[config.mk]
export PLATFORM = sky130hd
export DESIGN_NAME = ble_uart_tx_flat
export DESIGN_NICKNAME = d
export VERILOG_FILES = /design/src/rtl/ble_uart_tx_if.sv /design/src/rtl/ble_uart_tx.sv /design/src/flat_wrapper.sv
export SDC_FILE = /design/constraint.sdc
export NUM_CORES = 1
export LEC_CHECK = 0
export BUFFER_PORTS_ARGS = -buffer_cell sky130_fd_sc_hd__buf_2
export CORE_ASPECT_RATIO = 0.8
export CORE_MARGIN = 1.5
export CORE_UTILIZATION = 55
export CTS_CLUSTER_SIZE = 12
export DETAILED_ROUTE_END_ITERATION = 6
export PLACE_DENSITY = 0.71
export SYNTH_ARGS = -nofsm -noshare
export SYNTH_HDL_FRONTEND = slang
export SYNTH_SLANG_ARGS = --single-unit
[constraint.sdc]
create_clock -name clk -period 4.5 [get_ports clk]
set_input_delay 0.225 -clock clk [delete_from_list [all_inputs] [get_ports clk]]
set_output_delay 0.225 -clock clk [all_outputs]
set_load 0.005 [all_outputs]
[src/rtl/ble_uart_tx_if.sv]
// Byte-push / status bundle for the ble_uart_tx UART 8N1 transmitter.
// master: the producer that queues bytes; slave: the transmitter itself.
interface ble_uart_tx_if;
    logic [7:0] tx_data;
    logic       trmt;
    logic       TX;
    logic       tx_done;
    logic       tx_busy;
    logic       fifo_full;
    logic       ovfl;

    modport master (
        output tx_data, trmt,
        input  TX, tx_done, tx_busy, fifo_full, ovfl
    );

    modport slave (
        input  tx_data, trmt,
        output TX, tx_done, tx_busy, fifo_full, ovfl
    );
endinterface

[src/rtl/ble_uart_tx.sv]
// ble_uart_tx: UART 8N1 transmitter fed by a small circular FIFO.
// Bytes are sent LSB first, BAUD_DIV clocks per bit, TX idles high.
// Optional even-parity bit between data and stop: define BLE_UART_TX_PARITY_EN.
module ble_uart_tx #(
    parameter int BAUD_DIV = 2604,
    parameter int DEPTH    = 4
) (
    input logic         clk,
    input logic         rst,
    ble_uart_tx_if.slave bus
);
    localparam int BW = $clog2(BAUD_DIV);
    localparam int AW = $clog2(DEPTH);
    localparam int CW = AW + 1;
    localparam logic [BW-1:0] BAUD_LAST = BW'(BAUD_DIV - 1);
    localparam logic [CW-1:0] CNT_FULL  = CW'(DEPTH);

    localparam logic [2:0] ST_IDLE   = 3'd0;
    localparam logic [2:0] ST_START  = 3'd1;
    localparam logic [2:0] ST_DATA   = 3'd2;
    localparam logic [2:0] ST_STOP   = 3'd3;
`ifdef BLE_UART_TX_PARITY_EN
    localparam logic [2:0] ST_PARITY = 3'd4;
`endif

    logic [7:0]    mem_q [DEPTH];
    logic [AW-1:0] wptr_q, wptr_d, rptr_q, rptr_d;
    logic [CW-1:0] count_q, count_d;
    logic          full_q, ovfl_q, ovfl_d;
    logic [2:0]    state_q, state_d;
    logic [BW-1:0] baud_q, baud_d;
    logic [2:0]    bit_q, bit_d;
    logic [7:0]    shift_q, shift_d;
    logic          tx_q, tx_d, done_q, done_d;
`ifdef BLE_UART_TX_PARITY_EN
    logic          parity_q, parity_d;
`endif

    logic       push_s, pop_s, empty_s, full_s, baud_last_s;
    logic [7:0] head_s;

    assign full_s      = (count_q == CNT_FULL);
    assign empty_s     = (count_q == {CW{1'b0}});
    assign push_s      = bus.trmt && !full_s;
    assign head_s      = mem_q[rptr_q];
    assign baud_last_s = (baud_q == BAUD_LAST);

    assign bus.TX        = tx_q;
    assign bus.tx_done   = done_q;
    assign bus.fifo_full = full_q;
    assign bus.ovfl      = ovfl_q;
    assign bus.tx_busy   = (state_q != ST_IDLE) || !empty_s;

    // Frame sequencer: bit timing, shifting and FIFO pops.
    always_comb begin
        state_d  = state_q;
        baud_d   = baud_q;
        bit_d    = bit_q;
        shift_d  = shift_q;
        pop_s    = 1'b0;
`ifdef BLE_UART_TX_PARITY_EN
        parity_d = parity_q;
`endif
        case (state_q)
            ST_IDLE: begin
                baud_d = {BW{1'b0}};
                bit_d  = 3'd0;
                if (!empty_s) begin
                    pop_s    = 1'b1;
                    shift_d  = head_s;
                    state_d  = ST_START;
`ifdef BLE_UART_TX_PARITY_EN
                    parity_d = ^head_s;
`endif
                end else begin
                    state_d = ST_IDLE;
                end
            end
            ST_START: begin
                if (baud_last_s) begin
                    baud_d  = {BW{1'b0}};
                    bit_d   = 3'd0;
                    state_d = ST_DATA;
                end else begin
                    baud_d = baud_q + BW'(1);
                end
            end
            ST_DATA: begin
                if (baud_last_s) begin
                    baud_d  = {BW{1'b0}};
                    shift_d = {1'b0, shift_q[7:1]};
                    if (bit_q == 3'd7) begin
                        bit_d   = 3'd0;
`ifdef BLE_UART_TX_PARITY_EN
                        state_d = ST_PARITY;
`else
                        state_d = ST_STOP;
`endif
                    end else begin
                        bit_d = bit_q + 3'd1;
                    end
                end else begin
                    baud_d = baud_q + BW'(1);
                end
            end
`ifdef BLE_UART_TX_PARITY_EN
            ST_PARITY: begin
                if (baud_last_s) begin
                    baud_d  = {BW{1'b0}};
                    state_d = ST_STOP;
                end else begin
                    baud_d = baud_q + BW'(1);
                end
            end
`endif
            ST_STOP: begin
                if (baud_last_s) begin
                    baud_d = {BW{1'b0}};
                    if (!empty_s) begin
                        pop_s    = 1'b1;
                        shift_d  = head_s;
                        state_d  = ST_START;
`ifdef BLE_UART_TX_PARITY_EN
                        parity_d = ^head_s;
`endif
                    end else begin
                        state_d = ST_IDLE;
                    end
                end else begin
                    baud_d = baud_q + BW'(1);
                end
            end
            default: begin
                state_d = ST_IDLE;
                baud_d  = {BW{1'b0}};
                bit_d   = 3'd0;
            end
        endcase
    end

    // Line level and done pulse computed from the next state so both come straight from flops.
    always_comb begin
        case (state_d)
            ST_IDLE:   tx_d = 1'b1;
            ST_START:  tx_d = 1'b0;
            ST_DATA:   tx_d = shift_d[0];
`ifdef BLE_UART_TX_PARITY_EN
            ST_PARITY: tx_d = parity_d;
`endif
            ST_STOP:   tx_d = 1'b1;
            default:   tx_d = 1'b1;
        endcase
        done_d = (state_d == ST_STOP) && (baud_d == BAUD_LAST);
    end

    // FIFO bookkeeping: pointers, occupancy and sticky overflow.
    always_comb begin
        wptr_d = push_s ? (wptr_q + AW'(1)) : wptr_q;
        rptr_d = pop_s  ? (rptr_q + AW'(1)) : rptr_q;
        case ({push_s, pop_s})
            2'b10:   count_d = count_q + CW'(1);
            2'b01:   count_d = count_q - CW'(1);
            default: count_d = count_q;
        endcase
        ovfl_d = ovfl_q || (bus.trmt && full_s);
    end

    // FIFO storage; contents need no reset because occupancy gates every read.
    always_ff @(posedge clk) begin
        if (push_s) begin
            mem_q[wptr_q] <= bus.tx_data;
        end
    end

    // State registers with synchronous reset.
    always_ff @(posedge clk) begin
        if (rst) begin
            state_q  <= ST_IDLE;
            baud_q   <= {BW{1'b0}};
            bit_q    <= 3'd0;
            shift_q  <= 8'h00;
            wptr_q   <= {AW{1'b0}};
            rptr_q   <= {AW{1'b0}};
            count_q  <= {CW{1'b0}};
            full_q   <= 1'b0;
            ovfl_q   <= 1'b0;
            tx_q     <= 1'b1;
            done_q   <= 1'b0;
`ifdef BLE_UART_TX_PARITY_EN
            parity_q <= 1'b0;
`endif
        end else begin
            state_q  <= state_d;
            baud_q   <= baud_d;
            bit_q    <= bit_d;
            shift_q  <= shift_d;
            wptr_q   <= wptr_d;
            rptr_q   <= rptr_d;
            count_q  <= count_d;
            full_q   <= (count_d == CNT_FULL);
            ovfl_q   <= ovfl_d;
            tx_q     <= tx_d;
            done_q   <= done_d;
`ifdef BLE_UART_TX_PARITY_EN
            parity_q <= parity_d;
`endif
        end
    end
endmodule

[src/flat_wrapper.sv]
// flat-port wrapper written by rule: the top's interface ports become plain ports
module ble_uart_tx_flat 
#(
    parameter int BAUD_DIV = 2604,
    parameter int DEPTH    = 4
)
  (clk, rst, bus_tx_data, bus_trmt, bus_TX, bus_tx_done, bus_tx_busy, bus_fifo_full, bus_ovfl);
  ble_uart_tx_if bus_i ();
  input logic clk;
  input logic rst;
  input wire logic [$bits(bus_i.tx_data)-1:0] bus_tx_data;
  input wire logic [$bits(bus_i.trmt)-1:0] bus_trmt;
  output wire logic [$bits(bus_i.TX)-1:0] bus_TX;
  output wire logic [$bits(bus_i.tx_done)-1:0] bus_tx_done;
  output wire logic [$bits(bus_i.tx_busy)-1:0] bus_tx_busy;
  output wire logic [$bits(bus_i.fifo_full)-1:0] bus_fifo_full;
  output wire logic [$bits(bus_i.ovfl)-1:0] bus_ovfl;
  assign bus_i.tx_data = bus_tx_data;
  assign bus_i.trmt = bus_trmt;
  assign bus_TX = bus_i.TX;
  assign bus_tx_done = bus_i.tx_done;
  assign bus_tx_busy = bus_i.tx_busy;
  assign bus_fifo_full = bus_i.fifo_full;
  assign bus_ovfl = bus_i.ovfl;
  ble_uart_tx #(.BAUD_DIV(BAUD_DIV), .DEPTH(DEPTH)) u_core (.clk(clk), .rst(rst), .bus(bus_i));
endmodule
==> metrics.md <==
| Metric | Value |
|---|---|
| Hold crit path type | `in -> reg` |
| Hold EP | `u_core.mem_q[2][0]` |
| Status | `finished clean` |
| Worst-Skew Late Latency | `about 0.35 ns` |
| Most frequent cells after synthesis | `dfxtp_1, edfxtp_1, nor2_1` |
| Comb power frac | `about a fifth` |
| Post-synth top flop | `dfxtp_1` |
| Number of global-route vias before repair | `about 1900` |
| TritonCTS Buffers | `9` |
| Highest clock rate | `0.326 GHz` |
| WHS Path Cells | `1` |
| RSZ-0062 raised after global routing | `false` |
| Psw | `around 0.53 mW` |
| Final HPWL DP | `3.60 mm` |
| Slew @ Worst Pin | `between 0.9 and 1 ns` |
| Number of buffers inserted by hold repair at cts | `0` |
| # Post-CTS Setup Buffers | `0` |
| Via count | `1960` |
| Leak Pwr | `around 1.2 nW` |
| Largest net degree at the start of global routing | `20` |
| FILL cells | `440` |
| Post-Synthesis Cells | `approximately 270` |
| Crit path kind | `reg -> reg` |
| Setup TNS | `0 ns` |
| Clock share of power | `between 30 and 40%` |
| Clock slew at reported path FFs | `roughly 0.08 ns` |
| WL met2 | `~2.2 mm` |
| EDFF count, synth | `32` |
| Pint | `around 1.2 mW` |
| Peak supply drop | `about 390 uV` |
| Slew Limit Fails | `0` |
| Sequential share of power | `about half` |
| Hold Startpoint | `bus_tx_data[0]` |
| CTS tree | `built` |
| Row count | `24` |
| Syn_area_per_cell | `about 12 um^2` |
| Crit path buffers/inverters | `2` |
| RR Endpoint | `u_core.bus.fifo_full` |
| Async SR Flop Fraction | `0%` |
| CP max FO | `10` |
| Layout cell share with drive strength beyond 1 | `17.1%` |
| Die Ht | `a little over 70 um` |
| Worst R2R Path Depth | `10` |
| DR iter-0 viols | `80` |
| Total nets after synthesis | `291` |
| Setup crit start kind | `register` |
| Total gr overflow | `0` |
| Pre-CTS setup slack | `1.56 ns` |
| Area Overhead vs Synth | `10.1%` |
| Routability Congestion | `0.793` |
| Yosys warnings | `0` |
| Setup WS post-layout | `~1.4 ns` |
| Post-Route Hold Slack | `0.0870 ns` |
| Max Clock Skew | `~0.009 ns` |
| Clk sinks | `~70` |
| Die X | `just under 90 um` |
| Crit-path cells | `nor3_1, nor3_1, a21oi_2, inv_1, ha_1, inv_1, fa_1, nor2b_1, a21oi_1, nor3_1` |
| DR vias/cell | `between 5 and 6` |
| Area share of the largest cell type after synthesis | `between 30% and 40%` |
| Synth top area cells | `edfxtp_1, dfxtp_1, mux4_2, nor2_1, ha_1` |
| Synth cell types | `52` |
| IO Count | `16` |
| Cell Pwr Density | `just over 500 nW/um^2` |
| Final hold vios | `0` |
| Reg-to-reg startpoint | `u_core.count_q[0]` |
| Remaining DRCs | `0` |
| Crit path max-delay family | `simple AND/OR/NAND/NOR gates` |
| CTS resizes | `0` |
| Antenna diode count | `0` |
| Post-Syn Area | `3130 um^2` |
| Met3 WL | `236 um` |
| Crit path largest cell delay | `between 0.7 and 0.8 ns` |
| Core area | `about 5500 um^2` |
| WL final | `5.17 mm` |
| Max Cap Violations | `0` |
| NumNets Final | `302` |
| Setup violation total in the final timing report | `0` |
| Most frequent cell after synthesis | `dfxtp_1` |
| Yosys reg bits | `71` |
| WL per Instance | `around 14 um` |
| Antenna violations before repair | `0` |
| Slew HR | `35.6%` |
| Die ar. | `~6200 um^2` |
| Data required time at the worst endpoint | `roughly 4.7 ns` |
| Slowest CP cell | `nor3_1` |
| Port-buffer cells | `15` |
| Clock Tree Buf Depth | `2` |
| Most used cell, CP | `nor3_1` |
| CP Capture Type | `register` |
| Cell taking the most area after synthesis | `edfxtp_1` |
| DR top layer | `met4` |
| Clk root buf | `clkbuf_8` |
| Met1 wire length | `~2.7 mm` |
| Core Util, Final | `a little over three fifths` |
| Htree depth | `3` |
| Crit share post-route | `68.1%` |
| Global Route Usage Sum | `19.5%` |
| Seq/Total Area, Yosys | `a little under three fifths` |
| Switch share | `between 30% and 40%` |
| R2R Setup Slk | `around 1.4 ns` |
| Antenna Nets Post-Route | `0` |
| Initial core utilization | `a little under three fifths` |
| Drt first pass iters | `4` |
| Minimum clock period | `around 3 ns` |
| First-pass GRT wire length | `~9.0 mm` |
| Critical path arrival | `between 3 and 4 ns` |
## through the flow
stage          power, mW  std cells  instance area (um^2)
6_report            1.75        365                  3440
5_1_grt             1.85        365                  3440
4_1_cts             1.76        365                  3440
3_5_place_dp        1.23        349                  3240
3_3_place_gp        1.22        349                  3240
2_1_floorplan       1.14        271                  3130
## logic make-up (layout without fill, tap and decap cells)
group                      after synthesis  after routing  share of synthesized area (%)
and+or+nand+nor                         92             92                           16.9
DFF                                     71             71                           55.7
AOI/OAI and AO/OA                       37             37                           7.72
buffers and inverters                   33             49                           4.24
xor gates and xnor gates                17             17                           4.76
adders and majority gates               11             11                           4.48
muxes                                    9              9                           6.08
other                                    1              1                          0.120
## area by class of cell
type / count / area (um^2) / share of cell area (%)
multi-input combinational: 167 / 1250 / 36.4
clock inverter: 7 / 85.1 / 2.47
sequential: 71 / 1740 / 50.6
tap: 78 / 97.6 / 2.83
timing repair buffer: 15 / 75.1 / 2.18
inverter: 18 / 67.6 / 1.96
clock buffer: 9 / 124 / 3.60
## power groups by stage
stage	combinational [mW]	sequential, mW	clock, mW
finish	0.375	0.840	0.533
global route	0.425	0.856	0.571
CTS	0.376	0.842	0.544
detailed placement	0.373	0.856	0
global placement	0.369	0.853	0
floorplan	0.324	0.814	0
## registers in the layout, indices dropped and copies added (netlist names), named ones only
| name | flops |
|---|---|
| u_core.bus.TX | 1 |
| u_core.state_q | 3 |
| u_core.mem_q | 32 |
| u_core.bus.ovfl | 1 |
| u_core.shift_q | 8 |
| u_core.count_q | 3 |
| u_core.rptr_q | 2 |
| u_core.bus.fifo_full | 1 |
| u_core.baud_q | 12 |
| u_core.wptr_q | 2 |
| u_core.bit_q | 3 |
| u_core.bus.tx_done | 1 |
## cell usage in the layout (no fill, tap or decap), drive strengths merged, types with 9 or more instances in the layout
cell type	count
a21oi	9
nand2	11
clkbuf	9
inv	23
xor2	10
buf	15
edfxtp	32
nor2	31
dfxtp	39
## per-layer routing
layer	track usage, %	up-vias
met2	27.3	38
met4	5.64	0
li1	-	996
met1	28.1	924
met5	0	-
met3	7.57	2
## worst max path at each step
stage                            from                    to  cells after the start
floorplan            u_core.baud_q[0]  u_core.bus.fifo_full                     13
global placement    u_core.count_q[0]  u_core.bus.fifo_full                     10
detailed placement   u_core.baud_q[0]  u_core.bus.fifo_full                     12
CTS                 u_core.count_q[0]  u_core.bus.fifo_full                     10
global route        u_core.count_q[0]  u_core.bus.fifo_full                     10
finish              u_core.count_q[0]  u_core.bus.fifo_full                     10
Power figures use the tool's default switching activity.
